==> config.mk <==
export PLATFORM = sky130hd
export DESIGN_NAME = line_buf_wr_ctrl
export DESIGN_NICKNAME = d
export VERILOG_FILES = /design/src/rtl/line_buf_wr_ctrl.sv
export SDC_FILE = /design/constraint.sdc
export NUM_CORES = 1
export LEC_CHECK = 0
export CORE_UTILIZATION = 58
export CTS_CLUSTER_DIAMETER = 200
export DETAILED_ROUTE_END_ITERATION = 6
export PLACE_DENSITY = 0.82
export SLEW_MARGIN = 20
export SYNTH_ARGS = -nofsm -noshare
export SYNTH_HDL_FRONTEND = slang
export SYNTH_SLANG_ARGS = --single-unit
export TNS_END_PERCENT = 30
==> constraint.sdc <==
create_clock -name SYS_CLK -period 5.55 [get_ports SYS_CLK]
set_input_delay 1.11 -clock SYS_CLK [delete_from_list [all_inputs] [get_ports SYS_CLK]]
set_output_delay 1.11 -clock SYS_CLK [all_outputs]
set_load 0.005 [all_outputs]
==> src/rtl/line_buf_wr_ctrl.sv <==
// Line-buffer write controller: pixel stream -> rotating 6-bank row writes, optional zero border (LBW_PAD_EN).
// Latency: one cycle from consume/pad decision to wr_en_o; ctrl_reset_o one cycle after the last ctrl_update_o.
// Backpressure: pix_ready_o high only on interior ROW columns; pix_valid_i low simply stalls the column counter.
module line_buf_wr_ctrl #(
    parameter int DW = 8
) (
    input  logic          SYS_CLK,
    input  logic          SYS_NRST,
    input  logic          start_i,
    input  logic [7:0]    pic_size_i,
    input  logic          padding_i,
    input  logic          pix_valid_i,
    input  logic [DW-1:0] pix_data_i,
    output logic          pix_ready_o,
    output logic          wr_en_o,
    output logic [2:0]    wr_bank_o,
    output logic [7:0]    wr_addr_o,
    output logic [DW-1:0] wr_data_o,
    output logic          ctrl_update_o,
    output logic          ctrl_reset_o,
    output logic          busy_o
);

    typedef enum logic [2:0] {IDLE, PAD_TOP, ROW, PAD_BOT, DONE} state_t;

    state_t        state_q, state_d;
    logic [7:0]    size_q, size_d;
    logic          pad_q, pad_d;
    logic [8:0]    col_q, col_d;
    logic [7:0]    row_q, row_d;
    logic [2:0]    bank_q, bank_d;
    logic          wr_en_q, wr_en_d;
    logic [2:0]    wr_bank_q, wr_bank_d;
    logic [7:0]    wr_addr_q, wr_addr_d;
    logic [DW-1:0] wr_data_q, wr_data_d;
    logic          upd_q, upd_d;
    logic          rst_q, rst_d;

    logic          pad_in;
    logic [8:0]    width_w;
    logic [8:0]    last_col;
    logic          border;
    logic          do_wr;
    logic [DW-1:0] wdat;
    logic          row_end;

`ifdef LBW_PAD_EN
    assign pad_in = padding_i;
`else
    logic unused_padding;
    assign unused_padding = padding_i;
    assign pad_in         = 1'b0;
`endif

    assign width_w  = {1'b0, size_q} + {7'b0, pad_q, 1'b0};
    assign last_col = width_w - 9'd1;
    assign border   = pad_q && ((col_q == 9'd0) || (col_q == last_col));

    assign pix_ready_o   = (state_q == ROW) && !border;
    assign busy_o        = (state_q != IDLE);
    assign wr_en_o       = wr_en_q;
    assign wr_bank_o     = wr_bank_q;
    assign wr_addr_o     = wr_addr_q;
    assign wr_data_o     = wr_data_q;
    assign ctrl_update_o = upd_q;
    assign ctrl_reset_o  = rst_q;

    // Write decision for this cycle: pad rows always write, ROW writes on border or accepted pixel.
    always_comb begin
        do_wr = 1'b0;
        wdat  = '0;
        case (state_q)
`ifdef LBW_PAD_EN
            PAD_TOP, PAD_BOT: do_wr = 1'b1;
`endif
            ROW: begin
                if (border) begin
                    do_wr = 1'b1;
                end else if (pix_valid_i) begin
                    do_wr = 1'b1;
                    wdat  = pix_data_i;
                end
            end
            default: do_wr = 1'b0;
        endcase
    end

    always_comb begin
        state_d   = state_q;
        size_d    = size_q;
        pad_d     = pad_q;
        col_d     = col_q;
        row_d     = row_q;
        bank_d    = bank_q;
        wr_en_d   = 1'b0;
        wr_bank_d = wr_bank_q;
        wr_addr_d = wr_addr_q;
        wr_data_d = wr_data_q;
        upd_d     = 1'b0;
        rst_d     = 1'b0;
        row_end   = 1'b0;

        if (do_wr) begin
            wr_en_d   = 1'b1;
            wr_bank_d = bank_q;
            wr_addr_d = col_q[7:0];
            wr_data_d = wdat;
            if (col_q == last_col) begin
                upd_d   = 1'b1;
                row_end = 1'b1;
                col_d   = 9'd0;
                bank_d  = (bank_q == 3'd5) ? 3'd0 : bank_q + 3'd1;
            end else begin
                col_d = col_q + 9'd1;
            end
        end

        case (state_q)
            IDLE: begin
                if (start_i) begin
                    size_d = pic_size_i;
                    pad_d  = pad_in;
                    col_d  = 9'd0;
                    row_d  = 8'd0;
                    bank_d = 3'd0;
`ifdef LBW_PAD_EN
                    state_d = pad_in ? PAD_TOP : ROW;
`else
                    state_d = ROW;
`endif
                end
            end
`ifdef LBW_PAD_EN
            PAD_TOP: if (row_end) state_d = ROW;
            PAD_BOT: if (row_end) state_d = DONE;
`endif
            ROW: begin
                if (row_end) begin
                    row_d = row_q + 8'd1;
                    if (row_q == size_q - 8'd1) begin
`ifdef LBW_PAD_EN
                        state_d = pad_q ? PAD_BOT : DONE;
`else
                        state_d = DONE;
`endif
                    end
                end
            end
            DONE: begin
                rst_d   = 1'b1;
                state_d = IDLE;
            end
            default: state_d = IDLE;
        endcase
    end

    always_ff @(posedge SYS_CLK or negedge SYS_NRST) begin
        if (!SYS_NRST) begin
            state_q   <= IDLE;
            size_q    <= '0;
            pad_q     <= 1'b0;
            col_q     <= '0;
            row_q     <= '0;
            bank_q    <= '0;
            wr_en_q   <= 1'b0;
            wr_bank_q <= '0;
            wr_addr_q <= '0;
            wr_data_q <= '0;
            upd_q     <= 1'b0;
            rst_q     <= 1'b0;
        end else begin
            state_q   <= state_d;
            size_q    <= size_d;
            pad_q     <= pad_d;
            col_q     <= col_d;
            row_q     <= row_d;
            bank_q    <= bank_d;
            wr_en_q   <= wr_en_d;
            wr_bank_q <= wr_bank_d;
            wr_addr_q <= wr_addr_d;
            wr_data_q <= wr_data_d;
            upd_q     <= upd_d;
            rst_q     <= rst_d;
        end
    end

endmodule

; ---- Yosys cells after proc, flatten, opt, wreduce, memory -nomap -nowiden
; Cells that the tools add are included.
[classes]
add_sub_neg = 5
n_mul = 0
n_div = 0
order_cmp = 0
eq_ne = 8
n_shift = 0
n_mux = 24
bitwise_logic = 0
reduce_logical = 6
[ops]
columns = op, n
row1 = two-way mux 9 bit, 4
row2 = two-way mux 8 bit, 4
row3 = two-way mux 3 bit, 8
row4 = one-hot mux 8 bit (2 select lines), 1
row5 = "adder 9 x 1 -> 9 bit, second input constant", 1
row6 = == test 9 bit, 1
row7 = "subtractor 8 x 1 -> 9 bit, second input constant", 1
row8 = "adder 8 x 1 -> 8 bit, second input constant", 1
row9 = == test 8 bit, 1
row10 = "subtractor 8 x 1 -> 8 bit, second input constant", 1
row11 = "== test 3 bit, second input constant", 2
row12 = two-way mux 1 bit, 6
row13 = one-hot mux 3 bit (2 select lines), 1
row14 = AND reduction 3 bit, 2
row15 = "!= test 2 bit, second input constant", 2
row16 = "adder 3 x 1 -> 3 bit, second input constant", 1
row17 = "== test 3 x 2 -> 1 bit, second input constant", 1
row18 = logical NOT 3 bit, 1
row19 = nonzero test 3 bit, 1
row20 = "!= test 2 x 1 -> 1 bit, second input constant", 1
row21 = AND reduction 2 bit, 1
row22 = nonzero test 2 bit, 1
[totals]
reg_bits = 53
latch_bits = 0
mem_bits_rw = 0
mem_bits_ro = 0
in_bits = 21
out_inout_bits = 24
wordCells = 54
memories = 0

; ---- Depth between registers and ports, before layout
[depth]
ltp_word = 6
depth_mapped = 11
ltp_nobuf = 8

; ---- Least setup slack after synthesis
; Ideal clock, no wire load.
[synth_path]
path_type = reg2reg
startpoint = reg size_q[0]
endpoint = reg row_q[5]
setup_ps = 79
arrival_ps = 2549
t_required_ps = 5471
setup_slack_ps = 2921
path_stages_with_launch = 12
n_path_buf = 3
period_less_slack_ps = 2629
path_cell_list = dfrtp_1 buf_6 inv_1 ha_1 buf_4 or3b_4 xnor2_1 nor4_2 o311ai_4 buf_6 nor4b_4 mux2i_1
[synth_between]
elab_chain_len = 6
[synth_rtl]
columns = element, line_no
row1 = start: declaration, 27  ; logic [7:0] size_q, size_d;
row2 = start signal: assignment, 173  ; size_q <= size_d;
row3 = subtractor 8 x 1 -> 9 bit, 56  ; assign last_col = width_w - 9'd1;
row4 = == test 9 bit, "57, 108"
row5 = two-way mux 1 bit, 108  ; if (col_q == last_col) begin
row6 = two-way mux 1 bit, 103  ; if (do_wr) begin
row7 = != test 2 bit (no source line), --
row8 = AND reduction 3 bit (no source line), --
row9 = end signal: assignment, 176  ; row_q <= row_d;
row10 = end: declaration, 30  ; logic [7:0] row_q, row_d;
; Every way passes these cells.
; A chain may end at the register's enable or synchronous reset.

; ---- Final worst setup path
[layout_path]
startpoint = reg size_q[0]
endpoint = reg row_q[0]
; Same word-level chain as after synthesis.

==> impl_metrics.toml <==
[synth]
synth_ff_type = "dfrtp_1"
async_flop_share_pct = 100
synth.distinct_cells = 55
synth-edff-count = 0
syn_area_um2 = 2840
synth_area_leaders = "dfrtp_1, nand2_1, xnor2_1"
yosysTopAreaCellShare_pct = 45.8
yosysTopAreaCell = "dfrtp_1"
ys_seq_elements = 52
syn_avg_cell_area_um2 = 9.19
postSynthCellCount = 309
synth_fp_nets = 333
ys_seq_area_share_pct = 45.8
yosysWarnings = 0

[timing]
fin_setup_tns_ps = 0
slew_headroom_pct = 45.3
setup_viol = 0
max_freq_mhz = 331
holdWs_ps = 478
finClkSkew_ps = 15.3
layout_min_cycle_time_ps = 3020
hold_viol = 0
maxSlewViolCount = 0
fin_crit_sh_pct = 54.4
tightest_slew_ps = 819
rsz0062_at_grt = "false"

[setup_path]
r2r_start = "size_q[0]$_DFFE_PN0P_"
crit_type = "register to register"
worstSetupStartpointType = "register"
r2r_end = "row_q[0]$_DFFE_PN0P_"
crit_required_ps = 5790
cp-end-kind = "register"
crit_path_max_fanout = 12
crit_start = "size_q[0]$_DFFE_PN0P_"
r2r_slack_ps = 2530
r2r_cells = 8
endpoint = "row_q[0]$_DFFE_PN0P_"
critPathArrivalTime_ps = 3260

[floorplanning]
rows = 25
die_w_um = 72.0
fp.dieH_um = 72.0
start_util_pct = 60.1
io_pins = 45
core_area_um2 = 4720
die_area_um2 = 5180

[pwr]
power_leakage_nw = 1.50
peakVddDrop_mv = 0.216
power_density_nw_per_um2 = 354

[final_layout]
drive_gt1_share_pct = 6.43
nNetsFinal = 365
syn_to_final_growth_pct = 18.2
final_common_cell = "nand2_1"
final_cells = 409
layout_common_cells = "nand2_1, dfrtp_1, clkdlybuf4s50_1"
antennaDiodeCount = 0

[drt]
drt-total-wl_mm = 5.91
viasPerCell = 5.62
drt_iter0_drc = 126
ant_nets = 0
dr.pass1.iters = 4
drc_errors = 0
vias = 2298
wl_per_cell_um = 14.4

[run]
cap_violations = 0

[clock_tree]
clk_latency_ps = 320
cts_made_buffers = 5
cts_num_sinks = 52
clockRootBuffer = "clkbuf_8"
cts_resized = 0
clk_pin_slew_worst_paths_ps = 100
cts_tree = "yes"
postCtsSetupRepairBufs = 0
cts_max_path_buffers = 2
htreeDepth = 2
postCtsHoldBufs = 0

[global_route]
grt_max_degree = 53
grt_usage_pct = 25.4
grt_overflow = 0
grt_pass1_wl_mm = 10.4
grt_antenna_before_repair = 0
grt_pass1_vias = 2215

[placed_design]
gp_congestion = 0.925
io_buffers = 43
post-dp-hpwl_mm = 4.08
dp.cells = 401

[min_path]
worst_hold_path_type = "register to register"
min_from = "wr_addr_o[3]$_DFFE_PN0P_"

[status]
run_status = "complete, no violations"
how the worst min path moves through the flow:
stage                     slack (ps)  cells past startpoint                  endpoint
after global placement           440                      1    ctrl_reset_o$_DFF_PN0_
final                            480                      2  wr_addr_o[3]$_DFFE_PN0P_
after floorplan                  420                      1    ctrl_reset_o$_DFF_PN0_
after global routing             510                      1    ctrl_reset_o$_DFF_PN0_
after CTS                        480                      1    ctrl_reset_o$_DFF_PN0_
after detailed placement         460                      1    ctrl_reset_o$_DFF_PN0_
metal layers:
metal | global-route usage, % | up-vias | routed length, um
met4 | 6.97 | 0 | 54
met1 | 35.1 | 1108 | 2700
met2 | 41.9 | 60 | 2930
met3 | 4.17 | 6 | 221
li1 | - | 1124 | -
met5 | 0 | - | 0
sequential cells by signal (all words and copies together) (netlist names):
signal         cells
bank_q             3
wr_data_o          8
state_q            2
size_q             8
wr_addr_o          8
ctrl_update_o      1
wr_en_o            1
wr_bank_o          3
ctrl_reset_o       1
row_q              8
col_q              9
Yosys cell counts, types with 3 or more instances:
library cell / n
dfrtp_1: 52
a21oi_1: 4
xor2_1: 5
o21ai_0: 12
nor2b_1: 4
nand2_1: 92
nand3_1: 10
clkbuf_1: 11
and3_1: 4
nand2b_1: 5
o41ai_1: 3
ha_1: 3
nor3_1: 8
mux2i_1: 5
inv_1: 4
nor4_1: 4
or4_1: 3
xnor2_1: 15
nand4_1: 6
buf_1: 4
nor2_1: 11
worst max-delay path, cell delays in order (launching register included):
cell      delay, ps
dfrtp_1         490
inv_1           110
ha_1            310
or3b_4          440
xnor2_1         150
nor4_2          430
o311ai_4        340
nor3_4          430
mux2i_1         240
logic make-up (layout without fill, tap and decap cells):
logic type | count (synthesis) | after routing | synth area share (%)
AOI/OAI and AO/OA | 39 | 39 | 10.0
xor gates and xnor gates | 22 | 22 | 7.54
adders and majority gates | 3 | 3 | 1.32
buffers and inverters | 25 | 58 | 4.19
DFF | 52 | 52 | 45.8
muxes | 5 | 5 | 1.76
and+or+nand+nor | 163 | 163 | 29.3
power by group:
group	total, mW	switching, mW	internal (mW)
sequential	0.542	0.0972	0.444
combinational	0.426	0.222	0.205
clock	0.220	0.132	0.0883
stage by stage:
stage | power (mW) | worst slack [ps] | util [%] | cell area [um2]
after detailed placement | 0.972 | 2490 | 69.2 | 3270
after global placement | 0.956 | 2560 | 69.2 | 3270
after CTS | 1.19 | 2530 | 71.0 | 3350
after global routing | 1.27 | 2350 | 71.0 | 3350
after floorplan | 0.847 | 2920 | - | 2840
final | 1.19 | 2530 | 71.0 | 3350
layout make-up:
type | instances | area (um2)
clock inverter | 3 | 18.8
timing repair buffer | 46 | 448
fill | 363 | 1370
inverter | 4 | 15.0
sequential | 52 | 1300
tap | 67 | 83.8
clock buffer | 5 | 68.8
multi-input combinational | 232 | 1420
Note: power is estimated with default switching activity, not from simulation.
